## src/rtl/qam_pkg.sv

```systemverilog
// Shared widths and packer state encoding for the 16-QAM symbol-to-byte path.
package qam_pkg;

  localparam int unsigned SYM_W  = 4;
  localparam int unsigned BYTE_W = 8;

  typedef enum logic {
    EMPTY = 1'b0,
    HALF  = 1'b1
  } pack_state_t;

endpackage

```

## src/rtl/qam_byte_fifo.sv

```systemverilog
// Show-ahead byte FIFO with power-of-two depth; pointers wrap naturally.
module qam_byte_fifo
  import qam_pkg::*;
#(
  parameter int unsigned DEPTH = 8
) (
  input  logic                      clk,
  input  logic                      rst_n,
  input  logic                      i_push,
  input  logic [BYTE_W-1:0]         i_din,
  input  logic                      i_pop,
  output logic [BYTE_W-1:0]         o_dout,
  output logic                      o_full,
  output logic                      o_empty,
  output logic [$clog2(DEPTH):0]    o_level
);

  localparam int unsigned AW = $clog2(DEPTH);
  localparam logic [AW:0] FULL_LVL = (AW+1)'(DEPTH);

  logic [BYTE_W-1:0] r_mem [DEPTH];
  logic [AW-1:0]     r_wr_ptr;
  logic [AW-1:0]     r_rd_ptr;
  logic [AW:0]       r_level;
  logic              w_pop;
  logic              w_push;

  assign o_full  = (r_level == FULL_LVL);
  assign o_empty = (r_level == '0);
  assign o_level = r_level;

  // A pop on a full FIFO frees the slot the same-cycle push needs.
  assign w_pop  = i_pop & ~o_empty;
  assign w_push = i_push & (~o_full | w_pop);

  assign o_dout = o_empty ? '0 : r_mem[r_rd_ptr];

  always_ff @(posedge clk) begin
    if (w_push) begin
      r_mem[r_wr_ptr] <= i_din;
    end
  end

  always_ff @(posedge clk or negedge rst_n) begin
    if (!rst_n) begin
      r_wr_ptr <= '0;
      r_rd_ptr <= '0;
      r_level  <= '0;
    end else begin
      if (w_push) begin
        r_wr_ptr <= r_wr_ptr + 1'b1;
      end
      if (w_pop) begin
        r_rd_ptr <= r_rd_ptr + 1'b1;
      end
      case ({w_push, w_pop})
        2'b10:   r_level <= r_level + 1'b1;
        2'b01:   r_level <= r_level - 1'b1;
        default: r_level <= r_level;
      endcase
    end
  end

endmodule

```

## src/rtl/qam_symbol_packer.sv

```systemverilog
// Packs pairs of demapped 16-QAM symbols into bytes (first symbol in the high
// nibble), queues them in a show-ahead FIFO and marks frame boundaries.
module qam_symbol_packer
  import qam_pkg::*;
#(
  parameter int unsigned DEPTH       = 8,
  parameter int unsigned FRAME_BYTES = 50
) (
  input  logic                      sclk,
  input  logic                      reset_n,
  input  logic [SYM_W-1:0]          sym_in,
  input  logic                      sym_valid,
  input  logic                      flush,
  input  logic                      byte_read,
  output logic [BYTE_W-1:0]         byte_out,
  output logic                      byte_valid,
  output logic                      frame_done,
  output logic                      overflow,
  output logic [$clog2(DEPTH):0]    fill_level
);

  localparam int unsigned CNT_W = (FRAME_BYTES > 1) ? $clog2(FRAME_BYTES) : 1;
  localparam logic [CNT_W-1:0] LAST_CNT = CNT_W'(FRAME_BYTES - 1);

  pack_state_t       r_state;
  pack_state_t       w_state_nxt;
  logic [SYM_W-1:0]  r_held;
  logic [SYM_W-1:0]  w_held_nxt;
  logic [CNT_W-1:0]  r_frame_cnt;
  logic              r_frame_done;
  logic              r_overflow;
  logic              w_push;
  logic [BYTE_W-1:0] w_byte;
  logic              w_full;
  logic              w_empty;
  logic              w_pop;
  logic              w_drop;

  always_comb begin
    w_state_nxt = r_state;
    w_held_nxt  = r_held;
    w_push      = 1'b0;
    w_byte      = '0;
    case (r_state)
      EMPTY: begin
        if (sym_valid) begin
          if (flush) begin
            w_push = 1'b1;
            w_byte = {sym_in, {SYM_W{1'b0}}};
          end else begin
            w_held_nxt  = sym_in;
            w_state_nxt = HALF;
          end
        end
      end
      HALF: begin
        // A valid symbol completes the byte, so a concurrent flush adds no pad.
        if (sym_valid) begin
          w_push      = 1'b1;
          w_byte      = {r_held, sym_in};
          w_held_nxt  = '0;
          w_state_nxt = EMPTY;
        end else if (flush) begin
          w_push      = 1'b1;
          w_byte      = {r_held, {SYM_W{1'b0}}};
          w_held_nxt  = '0;
          w_state_nxt = EMPTY;
        end
      end
      default: begin
        w_state_nxt = EMPTY;
        w_held_nxt  = '0;
      end
    endcase
  end

  assign w_pop  = byte_read & ~w_empty;
  assign w_drop = w_push & w_full & ~w_pop;

  always_ff @(posedge sclk or negedge reset_n) begin
    if (!reset_n) begin
      r_state      <= EMPTY;
      r_held       <= '0;
      r_frame_cnt  <= '0;
      r_frame_done <= 1'b0;
      r_overflow   <= 1'b0;
    end else begin
      r_state      <= w_state_nxt;
      r_held       <= w_held_nxt;
      r_frame_done <= 1'b0;
      // Dropped bytes still belong to the frame, so count every attempt.
      if (w_push) begin
        if (r_frame_cnt == LAST_CNT) begin
          r_frame_cnt  <= '0;
          r_frame_done <= 1'b1;
        end else begin
          r_frame_cnt <= r_frame_cnt + 1'b1;
        end
      end
      if (w_drop) begin
        r_overflow <= 1'b1;
      end
    end
  end

  qam_byte_fifo #(
    .DEPTH (DEPTH)
  ) u_fifo (
    .clk     (sclk),
    .rst_n   (reset_n),
    .i_push  (w_push),
    .i_din   (w_byte),
    .i_pop   (byte_read),
    .o_dout  (byte_out),
    .o_full  (w_full),
    .o_empty (w_empty),
    .o_level (fill_level)
  );

  assign byte_valid = ~w_empty;
  assign frame_done = r_frame_done;
  assign overflow   = r_overflow;

endmodule

```

## config.mk

```make
export PLATFORM = sky130hd
export DESIGN_NAME = qam_symbol_packer
export DESIGN_NICKNAME = d
export VERILOG_FILES = /design/src/rtl/qam_pkg.sv /design/src/rtl/qam_byte_fifo.sv /design/src/rtl/qam_symbol_packer.sv
export SDC_FILE = /design/constraint.sdc
export NUM_CORES = 1
export LEC_CHECK = 0
export ABC_AREA = 0
export CAP_MARGIN = 20
export CORE_ASPECT_RATIO = 0.8
export CORE_MARGIN = 1
export CORE_UTILIZATION = 60
export DETAILED_ROUTE_END_ITERATION = 8
export HOLD_SLACK_MARGIN = 0.03
export PLACE_DENSITY = 0.81
export RECOVER_POWER = 25
export SYNTH_ARGS = -nofsm -noshare
export SYNTH_HDL_FRONTEND = slang
export SYNTH_SLANG_ARGS = --single-unit
```

## constraint.sdc

```tcl
create_clock -name sclk -period 5.6 [get_ports sclk]
set_input_delay 0.84 -clock sclk [delete_from_list [all_inputs] [get_ports sclk]]
set_output_delay 0.84 -clock sclk [all_outputs]
set_load 0.005 [all_outputs]
```

## Yosys cells after proc, flatten, opt, wreduce, memory -nomap -nowiden

Memories as Yosys holds them, arrays and structs flattened.
Index checks and enable logic that the tools add are counted.

- Register bits after elaboration: 23
- Bits in writable memories: 64
- Output and inout bits: 15
- Memories: 1

- $add $sub $neg: 5
- Equality and inequality tests: 7
- Mux-type cells: 25
- Bitwise gates (word level): 9
- Reductions and logical operators: 3

Memories:

| name | words | width | read ports | clocked after Yosys merged registers in | wr ports | line | RTL |
|---|---|---|---|---|---|---|---|
| u_fifo.r_mem | 8 | 8 | 1 | 0 | 1 | qam_byte_fifo.sv:21 | `logic [BYTE_W-1:0] r_mem [DEPTH];` |

Operator list:

| cell | count |
|---|---|
| 8-bit 2-to-1 mux | 5 |
| 4-bit 2-to-1 mux | 4 |
| 4-bit case mux with 2 select lines | 2 |
| 8-bit case mux with 2 select lines | 1 |
| 1-bit 2-to-1 mux | 10 |
| 3-bit by 1-bit adder with 3-bit output (second input constant) | 2 |
| 6-bit by 1-bit adder with 6-bit output (second input constant) | 1 |
| 6-bit == test (second input constant) | 1 |
| 6-bit 2-to-1 mux | 1 |
| 4-bit by 1-bit adder with 4-bit output (second input constant) | 1 |
| 1-bit bitwise AND | 4 |
| 4-bit == test (second input constant) | 1 |
| 4-bit logical NOT | 1 |
| 2-bit inequality test (second input constant) | 2 |
| 1-bit inverter | 4 |
| 1-bit case mux with 2 select lines | 2 |
| 4-bit by 1-bit subtractor with 4-bit output (second input constant) | 1 |
| 3-bit inequality test (second input constant) | 1 |
| 3-bit AND reduction | 1 |
| 2-bit by 1-bit == test with 1-bit output (second input constant) | 1 |
| 2-bit == test (second input constant) | 1 |
| 2-bit nonzero test | 1 |
| 1-bit OR | 1 |

## Depth between registers and ports, before layout

- Word-level depth: 7
- Gate-level depth with buffers: 12

## Hierarchy

From an unflattened synthesis, not the netlist that was laid out.

- Cells, all modules: 237
- Area total of the unflattened synthesis: 3823.7 sq um

By module, submodules not included:

| module | times used | cells each | area each (sq um) |
|---|---|---|---|
| qam_byte_fifo | 1 | 166 | 3079.2 |
| qam_symbol_packer | 1 | 71 | 744.5 |

## Worst setup path before layout

OpenSTA, ideal clock, no wires.

- Kind: input-to-reg
- From: in flush
- To: mem u_fifo.r_mem[1][0], enable pin
- Library setup time: 383 ps
- Arrival time: 2121 ps
- Data required time: 5217 ps
- Setup slack: 3096 ps
- Stages: 4
- Path buffers: 0
- Path through: maj3_2 > o21ai_2 > or2_2 > nor3_1

- Cells in the longest elaborated chain, start to end: 6
- Elaborated cells on any way between the ends: 7

Ends and longest elaborated chain:

| what | line | RTL |
|---|---|---|
| start, declared | qam_symbol_packer.sv:13 | `input logic flush,` |
| 1-bit 2-to-1 mux (*) | qam_symbol_packer.sv:47, qam_symbol_packer.sv:63 |  |
| 1-bit 2-to-1 mux (on tied branches) | qam_symbol_packer.sv:58, qam_symbol_packer.sv:46 |  |
| 1-bit case mux with 2 select lines (*) | qam_symbol_packer.sv:44 | `case (r_state)` |
| 1-bit bitwise AND (*) | qam_byte_fifo.sv:34 | `assign w_push = i_push & (~o_full \| w_pop);` |
| 1-bit 2-to-1 mux (*) | qam_byte_fifo.sv:39 | `if (w_push) begin` |
| 1-bit 2-to-1 mux (not written as such) (*) | qam_byte_fifo.sv:40 | `r_mem[r_wr_ptr] <= i_din;` |
| end, declared | qam_byte_fifo.sv:21 |  |

Mark *: on every way between the ends. The rest lies on a longest branch, timed or not.

## Final worst setup path

- From: reg u_fifo.r_level[2] (netlist: u_fifo.o_level[2])
- To: out byte_out[1]

- Cells in the longest elaborated chain, start to end: 2

Ends and longest elaborated chain:

| what | line | RTL |
|---|---|---|
| start, declared | qam_byte_fifo.sv:24 | `logic [AW:0] r_level;` |
| start signal, assigned | qam_byte_fifo.sv:57 | `2'b10: r_level <= r_level + 1'b1;` |
| start signal, assigned | qam_byte_fifo.sv:58 | `2'b01: r_level <= r_level - 1'b1;` |
| start signal, assigned | qam_byte_fifo.sv:59 | `default: r_level <= r_level;` |
| 4-bit logical NOT | qam_byte_fifo.sv:29 | `assign o_empty = (r_level == '0);` |
| 8-bit 2-to-1 mux | qam_byte_fifo.sv:36 | `assign o_dout = o_empty ? '0 : r_mem[r_rd_ptr];` |
| end, declared | qam_symbol_packer.sv:15 | `output logic [BYTE_W-1:0] byte_out,` |

Every way passes these cells.

==> metrics.yaml <==
floorplan:
  initial_core_util: 0.629
  die_area_um2: 6620
  die_h_um: 73.0
  ios: 24
  core_um2: 6010
  rows: 25
  dieWidth_um: 90.7
pwr:
  pwr-share-clk: 0.200
  pwr-share-comb: 0.332
  cellLeakagePower_nw: 1.58
  powerDensity_nw_per_um2: 475
  vdd_drop_max_v: 0.000211
  switchingPower_w: 0.000608
  p_sw_frac: 0.300
  intPower_w: 0.00142
  power_frac_seq: 0.468
cts:
  cts_root_buf: "clkbuf_8"
  cts_resized: 0
  postCtsSetupRepairBufs: 0
  cts_tree: "yes"
  cts_inserted_buffers: 9
  clk_path_buf_depth: 2
  path_clk_slew_ns: 0.08
  clock_sinks: 87
  clock_latency_ns: 0.35
  htreeDepth: 3
  hold_buffers: 0
finish:
  diodes: 0
  synthToLayoutAreaGrowth_pct: 13.0
  drive_above_1_share: 0.154
  fin_nets: 284
worst_setup_path:
  cp-end-kind: "output port"
  critPathKind: "register to output port"
  max_stage_delay_ns: 0.61
  worstPathMaxFanout: 9
  reg2regPathDepth: 12
  cp.arrival_ns: 2.46
  startpoint_type: "register"
  cp_slowest_cell: "nor2_1"
  worst-endpoint-required_ns: 4.76
  cp_common_cell: "nor2_1"
  path_cells: "or3_1, nor2_1, nor2_1, clkdlybuf4s50_1"
timing:
  fin_crit_ns: 3.30
  fin_crit_sh: 0.589
  finalClockSkew_ns: 0.0120
  rsz0062_at_grt: "no"
  fmax_mhz: 303
  timing.hold.ws_ns: 0.475
  finalSetupTns_ns: 0
  finalHoldViolCount: 0
  finalSetupViolCount: 0
  tightestPinTransition_ns: 0.832
  slew_headroom: 0.445
  drv_slew: 0
run:
  max-cap-violations: 0
drt:
  ant_nets: 0
  wl_met3_um: 299
  wl_met2_um: 2880
  firstDrtPassIters: 4
  routed_wl_um: 6260
  viasPerCell: 5.77
  avgRoutedWirePerCell_um: 17.7
  drtIter0Drc: 139
  drcViolationCount: 0
  wl_met1_um: 2990
  maxUsedRoutingLayer: "met4"
  vias: 2043
global_routing:
  grt_pass1_wl_um: 10000
  grt_max_degree: 24
  grt_pass1_vias: 1939
  grt.total_usage: 0.213
  grt-ovfl-total: 0
  antenna_found_initial: 0
yosys:
  avgSynthCellArea_um2: 15.8
  postSynthCellCount: 239
  synth_nets: 255
  ys_seq_elements: 87
  synth_cell_types: 40
  synth-seq-area-share: 0.661
  synth-warning-count: 0
  netlist_area_um2: 3780
run_status:
  outcome: "finished, final reports clean"
min_path:
  min_delay_path_depth: 1
  holdCritPathClass: "register to register"
placed_design:
  dp_hpwl_um: 4240
  portBuffers: 23
  routabilityCongestion: 0.765
-- Yosys cell counts, drive strengths merged --
| cell type | n | share of area |
|---|---|---|
| edfxtp | 64 | 0.51 |
| dfrtp | 23 | 0.15 |
| nor2 | 22 | 0.026 |
| mux4 | 16 | 0.095 |
| mux2i | 11 | 0.029 |
| nand2 | 10 | 0.012 |
| a22o | 9 | 0.021 |
| a21oi | 7 | 0.0093 |
| ha | 7 | 0.023 |
| o21ai | 7 | 0.010 |
| nor2b | 6 | 0.0099 |
| and3 | 5 | 0.0083 |
| buf | 5 | 0.0066 |
| inv | 5 | 0.0056 |
| xnor2 | 5 | 0.012 |
| xor2 | 5 | 0.012 |
| clkbuf | 4 | 0.0040 |
| nand2b | 4 | 0.0066 |
| mux2 | 3 | 0.0099 |
| nand3 | 3 | 0.0040 |
| nand4 | 3 | 0.0050 |
| a31oi | 2 | 0.0033 |
| nor3 | 2 | 0.0026 |
| nor4bb | 2 | 0.0053 |
| or2 | 2 | 0.0033 |
| a21o | 1 | 0.0020 |
| and2 | 1 | 0.0017 |
| maj3 | 1 | 0.0030 |
| nand3b | 1 | 0.0020 |
| o21a | 1 | 0.0020 |
| o22ai | 1 | 0.0017 |
| or3 | 1 | 0.0030 |
-- power groups by stage --
stage	combinational, W	clock (W)	sequential, W
2_1_floorplan	0.000477	0	0.000896
3_3_place_gp	0.000616	0	0.000989
3_5_place_dp	0.000636	0	0.000994
4_1_cts	0.000637	0.000419	0.000982
5_1_grt	0.000742	0.000439	0.000965
6_report	0.000674	0.000406	0.000948
-- critical path: cells and delay by family, from the launching register on --
family / cells / cell delay [ns]
simple gates: 3 / 1.19
buf+inv: 1 / 0.47
flops: 1 / 0.44
-- sequential cells by signal (all words and copies together) (netlist names) --
signal           flops
r_held               4
u_fifo.r_wr_ptr      3
u_fifo.r_rd_ptr      3
u_fifo.r_mem        64
overflow             1
r_state              1
frame_done           1
r_frame_cnt          6
u_fifo.o_level       4
-- logic make-up after synthesis --
group	Yosys count	synth area share
AOI/OAI and AO/OA	28	0.0493
adders and majority gates	8	0.0262
muxes	30	0.134
DFF	87	0.661
buffers and inverters	14	0.0162
xor gates and xnor gates	10	0.0232
and+or+nand+nor	62	0.0897
-- metal layers --
layer  up-vias  GRT usage
li1        972          -
met1      1001      0.304
met2        59      0.315
met3        11     0.0604
met4         0     0.0860
met5         -          0
-- through the flow --
| step | util | setup WS [ns] | instances | power [W] | cell area, um2 |
|---|---|---|---|---|---|
| final | 0.711 | 2.30 | 354 | 0.00203 | 4270 |
| after global routing | 0.711 | 2.08 | 354 | 0.00215 | 4270 |
| after CTS | 0.709 | 1.92 | 350 | 0.00204 | 4260 |
| after detailed placement | 0.678 | 1.76 | 334 | 0.00163 | 4070 |
| after global placement | 0.678 | 1.96 | 334 | 0.00161 | 4070 |
| after floorplan | - | 3.10 | 239 | 0.00137 | 3780 |
-- final timing paths --
check / from / to / slack, ns
max: u_fifo.o_level[2] / byte_out[1] / 2.30
min: r_frame_cnt[5] / r_frame_cnt[5] / 0.48
max reg2reg: u_fifo.o_level[2] / u_fifo.o_level[2] / 2.60
min reg2reg: r_frame_cnt[5] / r_frame_cnt[5] / 0.48
max in group asynchronous: reset_n / u_fifo.r_wr_ptr[2] / 3.72
min in group asynchronous: reset_n / r_frame_cnt[0] / 0.88
-- cell usage in the layout, fill, tap and decap left out, types with 3 or more instances in the layout --
master | netlist | layout
a21oi_1 | 7 | 7
a22o_1 | 9 | 9
and3_1 | 5 | 5
clkbuf_8 | 0 | 9
clkdlybuf4s50_1 | 0 | 21
dfrtp_1 | 23 | 23
edfxtp_1 | 64 | 64
ha_1 | 7 | 7
inv_1 | 3 | 3
mux2i_1 | 11 | 11
mux4_2 | 16 | 16
nand2_1 | 9 | 10
nand2b_1 | 4 | 4
nand3_1 | 3 | 3
nand4_1 | 3 | 3
nor2_1 | 21 | 22
nor2b_1 | 6 | 6
o21ai_0 | 6 | 6
xnor2_1 | 5 | 5
xor2_1 | 5 | 5
-- layout make-up --
type,instances,area [um2]
clock inverters,7,63.8
fillers,402,1740
inverters,5,21.3
repair buffers,27,272
flip-flops and latches,87,2500
well taps,81,101
multi-input cells,138,1190
clock buffers,9,124
No activity file was read; power rests on OpenSTA's default activity.
